File: config.mk
export PLATFORM = sky130hd
export DESIGN_NAME = alu_reservation_station
export DESIGN_NICKNAME = d
export VERILOG_FILES = /design/src/rtl/alu_reservation_station.sv
export SDC_FILE = /design/constraint.sdc
export NUM_CORES = 1
export LEC_CHECK = 0
export CORE_MARGIN = 2
export CORE_UTILIZATION = 35
export CTS_CLUSTER_DIAMETER = 50
export DETAILED_ROUTE_END_ITERATION = 10
export GPL_ROUTABILITY_DRIVEN = 0
export PLACE_DENSITY = 0.61
export SLEW_MARGIN = 15
export SYNTH_ARGS = -nofsm -noshare
export SYNTH_HDL_FRONTEND = slang
export SYNTH_SLANG_ARGS = --single-unit
File: constraint.sdc
create_clock -name clk -period 7.6 [get_ports clk]
set_clock_uncertainty 0.1 [all_clocks]
set_input_delay 1.9 -clock clk [delete_from_list [all_inputs] [get_ports clk]]
set_output_delay 1.9 -clock clk [all_outputs]
set_load 0.05 [all_outputs]
File: src/rtl/alu_reservation_station.sv
// Integer-ALU reservation station: holds micro-ops until both operands are ready, snoops the CDB for wakeup
// and issues the lowest-index ready entry one edge after it is selectable; dispatch backpressures via disp_ready.
package alu_rs_pkg;
   typedef struct packed {
      logic [3:0]  op;
      logic [5:0]  phys_rd;
      logic [31:0] rs1_v;
      logic [31:0] rs2_v;
   } functional_unit_t;
endpackage

module alu_reservation_station
   import alu_rs_pkg::*;
#(
   parameter int DEPTH  = 8,
   parameter int PHYS_W = 6,
   parameter int CNT_W  = 4
) (
   input  logic                    clk,
   input  logic                    rst,
   input  logic                    flush,
   input  logic                    disp_valid,
   output logic                    disp_ready,
   input  functional_unit_t        disp_uop,
   input  logic [PHYS_W-1:0]       disp_rs1_s,
   input  logic [PHYS_W-1:0]       disp_rs2_s,
   input  logic                    disp_rs1_rdy,
   input  logic                    disp_rs2_rdy,
   input  logic                    cdb_valid,
   input  logic [PHYS_W-1:0]       cdb_phys_rd,
   input  logic [31:0]             cdb_data,
   input  logic                    issue_stall,
   output logic                    issue_start,
   output functional_unit_t        issue_uop,
   output logic [CNT_W-1:0]        occupancy
);

   localparam int IDX_W = $clog2(DEPTH);

   logic [DEPTH-1:0]  ent_valid;
   logic [DEPTH-1:0]  ent_rs1_rdy;
   logic [DEPTH-1:0]  ent_rs2_rdy;
   functional_unit_t  ent_uop   [DEPTH];
   logic [PHYS_W-1:0] ent_rs1_s [DEPTH];
   logic [PHYS_W-1:0] ent_rs2_s [DEPTH];

   logic [DEPTH-1:0]  cand;
   logic [IDX_W-1:0]  free_idx;
   logic [IDX_W-1:0]  sel_idx;
   logic              sel_found;
   logic              disp_fire;
   logic              issue_fire;
   logic              cdb_wake;
   logic [DEPTH-1:0]  issue_clr;
   logic [DEPTH-1:0]  disp_set;
   functional_unit_t  disp_ent;
   logic              d_rs1_rdy;
   logic              d_rs2_rdy;

   assign cand       = ent_valid & ent_rs1_rdy & ent_rs2_rdy;
   assign sel_found  = |cand;
   assign disp_ready = ~&ent_valid;
   assign disp_fire  = disp_valid && disp_ready && !flush;
   assign issue_fire = !issue_stall && sel_found;
   assign cdb_wake   = cdb_valid && (cdb_phys_rd != '0);

   // Descending scan so the lowest index is the last (winning) assignment.
   always_comb begin
      free_idx = '0;
      sel_idx  = '0;
      for (int i = DEPTH - 1; i >= 0; i--) begin
         if (!ent_valid[i]) free_idx = IDX_W'(i);
         if (cand[i])       sel_idx  = IDX_W'(i);
      end
   end

   always_comb begin
      issue_clr = '0;
      disp_set  = '0;
      if (issue_fire) issue_clr[sel_idx]  = 1'b1;
      if (disp_fire)  disp_set[free_idx]  = 1'b1;
   end

   // Tag 0 is the hardwired zero register; otherwise bypass a same-cycle CDB hit.
   always_comb begin
      disp_ent  = disp_uop;
      d_rs1_rdy = disp_rs1_rdy;
      d_rs2_rdy = disp_rs2_rdy;
      if (disp_rs1_s == '0) begin
         d_rs1_rdy      = 1'b1;
         disp_ent.rs1_v = '0;
      end else if (!disp_rs1_rdy && cdb_wake && (cdb_phys_rd == disp_rs1_s)) begin
         d_rs1_rdy      = 1'b1;
         disp_ent.rs1_v = cdb_data;
      end
      if (disp_rs2_s == '0) begin
         d_rs2_rdy      = 1'b1;
         disp_ent.rs2_v = '0;
      end else if (!disp_rs2_rdy && cdb_wake && (cdb_phys_rd == disp_rs2_s)) begin
         d_rs2_rdy      = 1'b1;
         disp_ent.rs2_v = cdb_data;
      end
   end

   // Entry payload needs no reset: it is only observed through ent_valid.
   always_ff @(posedge clk) begin
      for (int i = 0; i < DEPTH; i++) begin
         if (cdb_wake && ent_valid[i] && !ent_rs1_rdy[i] && (ent_rs1_s[i] == cdb_phys_rd)) begin
            ent_rs1_rdy[i]    <= 1'b1;
            ent_uop[i].rs1_v  <= cdb_data;
         end
         if (cdb_wake && ent_valid[i] && !ent_rs2_rdy[i] && (ent_rs2_s[i] == cdb_phys_rd)) begin
            ent_rs2_rdy[i]    <= 1'b1;
            ent_uop[i].rs2_v  <= cdb_data;
         end
      end
      if (disp_fire) begin
         ent_uop[free_idx]     <= disp_ent;
         ent_rs1_s[free_idx]   <= disp_rs1_s;
         ent_rs2_s[free_idx]   <= disp_rs2_s;
         ent_rs1_rdy[free_idx] <= d_rs1_rdy;
         ent_rs2_rdy[free_idx] <= d_rs2_rdy;
      end
   end

   always_ff @(posedge clk) begin
      if (rst) begin
         ent_valid   <= '0;
         issue_start <= 1'b0;
         issue_uop   <= '0;
         occupancy   <= '0;
      end else if (flush) begin
         ent_valid   <= '0;
         issue_start <= 1'b0;
         occupancy   <= '0;
      end else begin
         if (!issue_stall) begin
            issue_start <= sel_found;
            if (sel_found) issue_uop <= ent_uop[sel_idx];
         end
         ent_valid <= (ent_valid & ~issue_clr) | disp_set;
         occupancy <= occupancy + CNT_W'(disp_fire) - CNT_W'(issue_fire);
      end
   end

endmodule

==> run_results.csv, run 1 <==
group,metric,value,unit
status,status,"finished, final reports clean",
power,power_frac_comb,5.4,%
power,leakage,14.7,nW
die,dieArea,105000,µm²
setup_path,worst-path-max-fanout,44,
min_path,min-delay-path-class,"flip-flop to flip-flop",
power,pwr-share-clk,44.1,%
power,power_switching,2.11,mW
layout,nets,3485,
yosys,syn_area,35900,µm²
die,initial_utilization,35.3,%
place,portBuffers,211,
place,dp_cells,4627,
drt,vias_per_cell,5.61,
clock_network,root_buffer,"clkbuf_16",
setup_path,cp.arrival,5.28,ns
setup_path,crit_chain,"clkdlybuf4s50_1, o31a_1, nand3_2, nand2_2, buf_4, o21ai_0",
setup_path,slowest_delay,0.92,ns
layout,drive_gt1_share,7.64,%
drt,dr.pass1.iters,5,
setup_path,worstPathRequired,7.87,ns
grt,antenna_found_initial,9,
grt,track_usage,22.2,%
yosys,synth_top_area_share,57.6,%
yosys,synth_common_cells,"697 x nand2_1, 688 x edfxtp_1, 401 x o21ai_0",
grt,grt.overflow.total,0,
setup_path,path_class,"input pin to flip-flop",
clock_network,cts_sinks,791,
run,max_cap_viol_count,0,
sta,max_freq,200,MHz
setup_path,cp-end-kind,"flip-flop",
yosys,synth-seq-cells,791,
yosys,synth_flop_cell,"edfxtp_1",
clock_network,htreeDepth,3,
die,io_pins,212,
yosys,synth_edf_count,688,
drt,vias,26900,
power,ir_drop,0.141,mV
sta,worstMarginPinSlew,1.18,ns
yosys,yosysTopAreaCell,"edfxtp_1",
clock_network,cts_buffer_depth,3,
sta,finalSetupViolations,0,
power,internal-power,7.33,mW
clock_network,cts_buffers,87,
layout,syn_to_final_growth,17.4,%
drt,wl_per_cell,24.6,µm
drt,first_iter_violations,2888,
clock_network,postCtsResizedCells,0,
setup_path,cp_slowest_cell,"clkdlybuf4s50_1",
power,powerDensity,224,nW/µm²
power,power_frac_seq,50.6,%
clock_network,clk_latency,0.65,ns
grt,grt_max_degree,79,
grt,grt_pass1_vias,25600,
die,core_area,102000,µm²
die,die_x,324,µm
sta,finalHoldViolCount,0,
yosys,synthesis.instances,3286,
yosys,synth_area_leaders,"edfxtp_1 58%, nand2_1 7.3%, a22o_1 6.7%",
yosys,yosys_warnings,0,
layout,finalNonFillerCells,4791,
setup_path,start_kind,"input pin",
yosys,synthDistinctLibCells,56,
clock_network,clk_pin_slew,0.06,ns
die,die_y,324,µm
yosys,synth_nets,3423,
power,swShare,22.4,%
drt,routed_wl,118000,µm
place,place_hpwl,70200,µm
yosys,async_reset_ff_share,0,%
sta,setup-tns-final,0,ns
power,power.total,9.45,mW
sta,fin_crit_sh,66.0,%
die,rows,117,
clock_network,cts_tree,"done",
drt,ant_nets,0,
clock_network,cts_setup_buffers,0,
drt,drc,0,
yosys,yosysSeqAreaShare,63.3,%
sta,final_max_slew_viol_count,0,
yosys,syn_avg_cell_area,10.9,µm²
sta,max-slew-margin-rel,20.8,%
clock_network,cts_hold_buffers,0,
sta,rsz0062_at_grt,"false",
yosys,post-synth-top-count-cell,"nand2_1",
sta,finalCriticalPeriod,5.01,ns
grt,grt_first_pass_wirelength,173000,µm
==> power groups by stage <==
stage               sequential [mW]  combinational, mW  clock (mW)
CTS                            4.78              0.505        4.21
detailed placement             4.87              0.503           0
floorplan                      4.87              0.278           0
global route                   4.78              0.558        4.38
finish                         4.78              0.509        4.16
global placement               4.87              0.493           0
==> cells in the final DEF (no fill, tap or decap), types with 6 or more instances in the layout <==
master,instances
edfxtp_1,688
nand2_1,683
o21ai_0,389
a22o_1,274
clkdlybuf4s50_1,211
a21oi_1,170
nand3_1,159
nor3_1,150
dfxtp_1,103
clkbuf_16,88
o31ai_1,74
buf_4,72
xor2_1,68
xnor2_1,43
nor2_1,25
nor4_1,21
clkbuf_1,21
nand4_1,16
inv_1,14
nand2_2,14
clkinv_2,13
o21ai_4,12
clkinvlp_4,7
inv_6,6
clkbuf_8,6
==> flip-flops by register name, summed over array words and instances (netlist names) <==
signal and count:
ent_valid 8, ent_rs2_rdy 8, ent_uop 592, issue_start 1
issue_uop 74, ent_rs1_s 48, occupancy 4, ent_rs2_s 48
ent_rs1_rdy 8
==> routing by layer <==
layer | global-route usage, % | wire length (µm) | up-vias
met2 | 35.3 | 54700 | 1305
met1 | 29.8 | 48600 | 13100
met4 | 8.01 | 3620 | 6
met3 | 4.87 | 11000 | 202
li1 | - | - | 12200
met5 | 0 | 41 | -
==> layout make-up <==
class | instances | area (µm²)
diodes | 5 | 12.5
inverters | 14 | 52.6
repair buffers | 284 | 2670
clock buffers | 115 | 2360
clock inverters | 44 | 430
fillers | 9535 | 59600
multi-input cells | 2170 | 12100
flip-flops and latches | 791 | 22700
well taps | 1368 | 1710
==> worst paths after layout <==
kind	endpoint	slack, ns	cells past startpoint	from
max	ent_uop[1][24]	2.59	6	cdb_phys_rd[5]
max reg2reg	issue_uop[5]	3.55	7	ent_valid[2]
min reg2reg	issue_uop[9]	0.35	2	issue_uop[9]
min	issue_uop[9]	0.35	2	issue_uop[9]
==> stage by stage <==
stage | utilization (%) | setup WS, ns | hold WS (ns) | area, µm²
final | 41.4 | 2.59 | 0.351 | 42100
after global routing | 41.4 | 2.43 | 0.383 | 42100
after CTS | 41.4 | 2.68 | 0.357 | 42100
after detailed placement | 38.6 | 1.98 | 0.343 | 39300
after global placement | 38.6 | 2.02 | 0.334 | 39300
after floorplan | - | 1.63 | 0.374 | 35900
==> cell families after synthesis <==
family | after synthesis | synth area share (%)
DFF | 791 | 63.3
and+or+nand+nor | 1105 | 13.2
adders and majority gates | 5 | 0.195
xor gates and xnor gates | 111 | 2.71
AOI/OAI and AO/OA | 949 | 16.9
buffers and inverters | 325 | 3.61
==> worst max-delay path, delay by kind of cell <==
kind | cells | cell delay [ns]
AO/OA/AOI/OAI | 2 | 0.80
buffers and inverters | 2 | 1.48
AND/OR/NAND/NOR | 2 | 1.06
Note: power is estimated with default switching activity, not from simulation.
==> inputs of run 2 (changes only) <==
- PLACE_DENSITY: 0.61 -> 0.62
- clock period: 7.6 -> 4.6 ns (I/O delays scaled with it)
==> run_results.csv, run 2 (synthesized netlist as in run 1, its figures left out) <==
group,metric,value,unit
sta,fin_crit_sh,82.4,%
sta,rsz0062_at_grt,"false",
drt,wl_per_cell,23.8,µm
clock_network,cts_sinks,791,
grt,antenna_found_initial,13,
clock_network,cts_hold_buffers,0,
clock_network,cts_buffers,87,
run,max_cap_viol_count,0,
setup_path,worstPathRequired,3.35,ns
clock_network,postCtsResizedCells,0,
sta,final_max_slew_viol_count,0,
clock_network,cts_buffer_depth,3,
die,io_pins,212,
clock_network,clk_latency,0.65,ns
drt,routed_wl,114000,µm
setup_path,cp_slowest_cell,"clkdlybuf4s50_1",
die,die_y,324,µm
place,place_hpwl,65300,µm
grt,grt.overflow.total,0,
grt,use_met3,4.43,%
grt,busiest_layer,"met2",
drt,vias_per_cell,5.60,
layout,layout_common_cells,"688 x edfxtp_1, 686 x nand2_1, 389 x o21ai_0",
drt,dr.pass1.iters,6,
setup_path,start_kind,"flip-flop",
power,powerDensity,368,nW/µm²
grt,use_met2,34.6,%
setup_path,cp-end-kind,"output port",
grt,grt_max_degree,150,
layout,nets,3498,
grt,grt_first_pass_wirelength,169000,µm
sta,worstMarginPinSlew,1.20,ns
die,rows,117,
layout,drive_gt1_share,7.61,%
sta,max_freq,264,MHz
clock_network,cts_tree,"done",
layout,largest_reg_flops,592,
setup_path,slowest_delay,0.77,ns
layout,syn_to_final_growth,18.6,%
sta,finalHoldViolCount,0,
status,status,"finished, final reports clean",
drt,vias,26900,
die,die_x,324,µm
die,dieArea,105000,µm²
clock_network,root_buffer,"clkbuf_16",
layout,fill_cells,9401,
clock_network,cts_setup_buffers,0,
sta,max-slew-margin-rel,20.1,%
drt,ant_nets,0,
layout,top_register,"ent_uop",
min_path,min-delay-path-class,"flip-flop to flip-flop",
setup_path,worst-path-max-fanout,9,
die,initial_utilization,35.3,%
place,portBuffers,211,
power,leakage,14.9,nW
sta,finalCriticalPeriod,3.79,ns
sta,finalSetupViolations,0,
setup_path,crit_chain,"nand4_1, nor2_1, nand3_1, clkdlybuf4s50_1",
drt,first_iter_violations,3015,
grt,track_usage,21.5,%
layout,multiInputGateArea,12100,µm²
setup_path,cp.arrival,2.54,ns
clock_network,clk_pin_slew,0.06,ns
layout,reg_top3,"ent_uop (592), issue_uop (74)",
power,power.total,15.6,mW
sta,setup-tns-final,0,ns
grt,grt_pass1_vias,25800,
power,ir_drop,0.310,mV
grt,grt_use_met1,28.4,%
clock_network,htreeDepth,3,
die,core_area,102000,µm²
layout,final-seq-area,22700,µm²
drt,drc,0,
setup_path,path_class,"flip-flop to output port",
layout,final_common_cell,"edfxtp_1",
-- run 2: area by class of cell --
type                    count  share of cell area, %
repair buffers            297                   7.34
clock buffers             119                   5.62
well taps                1368                   4.02
diodes                      4                 0.0235
clock inverters            40                  0.941
multi-input cells        2170                   28.5
flip-flops and latches    791                   53.4
inverters                  14                  0.124
-- run 2: power breakdown --
group	internal [mW]	switching, mW	leakage [nW]	total (mW)
combinational	0.330	0.515	6.52	0.845
clock	3.99	2.90	1.34	6.90
sequential	7.86	0.0313	7.05	7.89
-- run 2: path summary, 6_finish.rpt --
kind / startpoint / endpoint / slack (ns) / cells after the start
worst max-delay path: ent_valid[0] / disp_ready / 0.81 / 4
worst min-delay path: issue_uop[56] / issue_uop[56] / 0.35 / 2
worst max register to register: ent_valid[7] / issue_uop[13] / 1.48 / 6
worst min register to register: issue_uop[56] / issue_uop[56] / 0.35 / 2
-- run 2: through the flow --
step	std cells	instance area, µm²	hold WS (ns)	utilization (%)	worst slack, ns
floorplan	3286	35900	0.374	-	0.107
global placement	4640	39700	0.333	39.1	0.375
detailed placement	4640	39700	0.339	39.1	0.358
CTS	4799	42500	0.352	41.8	0.836
global route	4802	42500	0.374	41.8	0.730
finish	4803	42500	0.350	41.8	0.808
-- run 2: critical path, delay by kind of cell (launching register included) --
kind,cells,cell delay (ns)
AND/OR/NAND/NOR,3,0.59
flip-flops,1,0.53
buffers and inverters,1,0.77
-- run 2: metal layers --
metal	wire, µm	share of wire [%]
met1	46000	40
met5	85	0.074
met4	3650	3.2
met3	10700	9.3
met2	53800	47
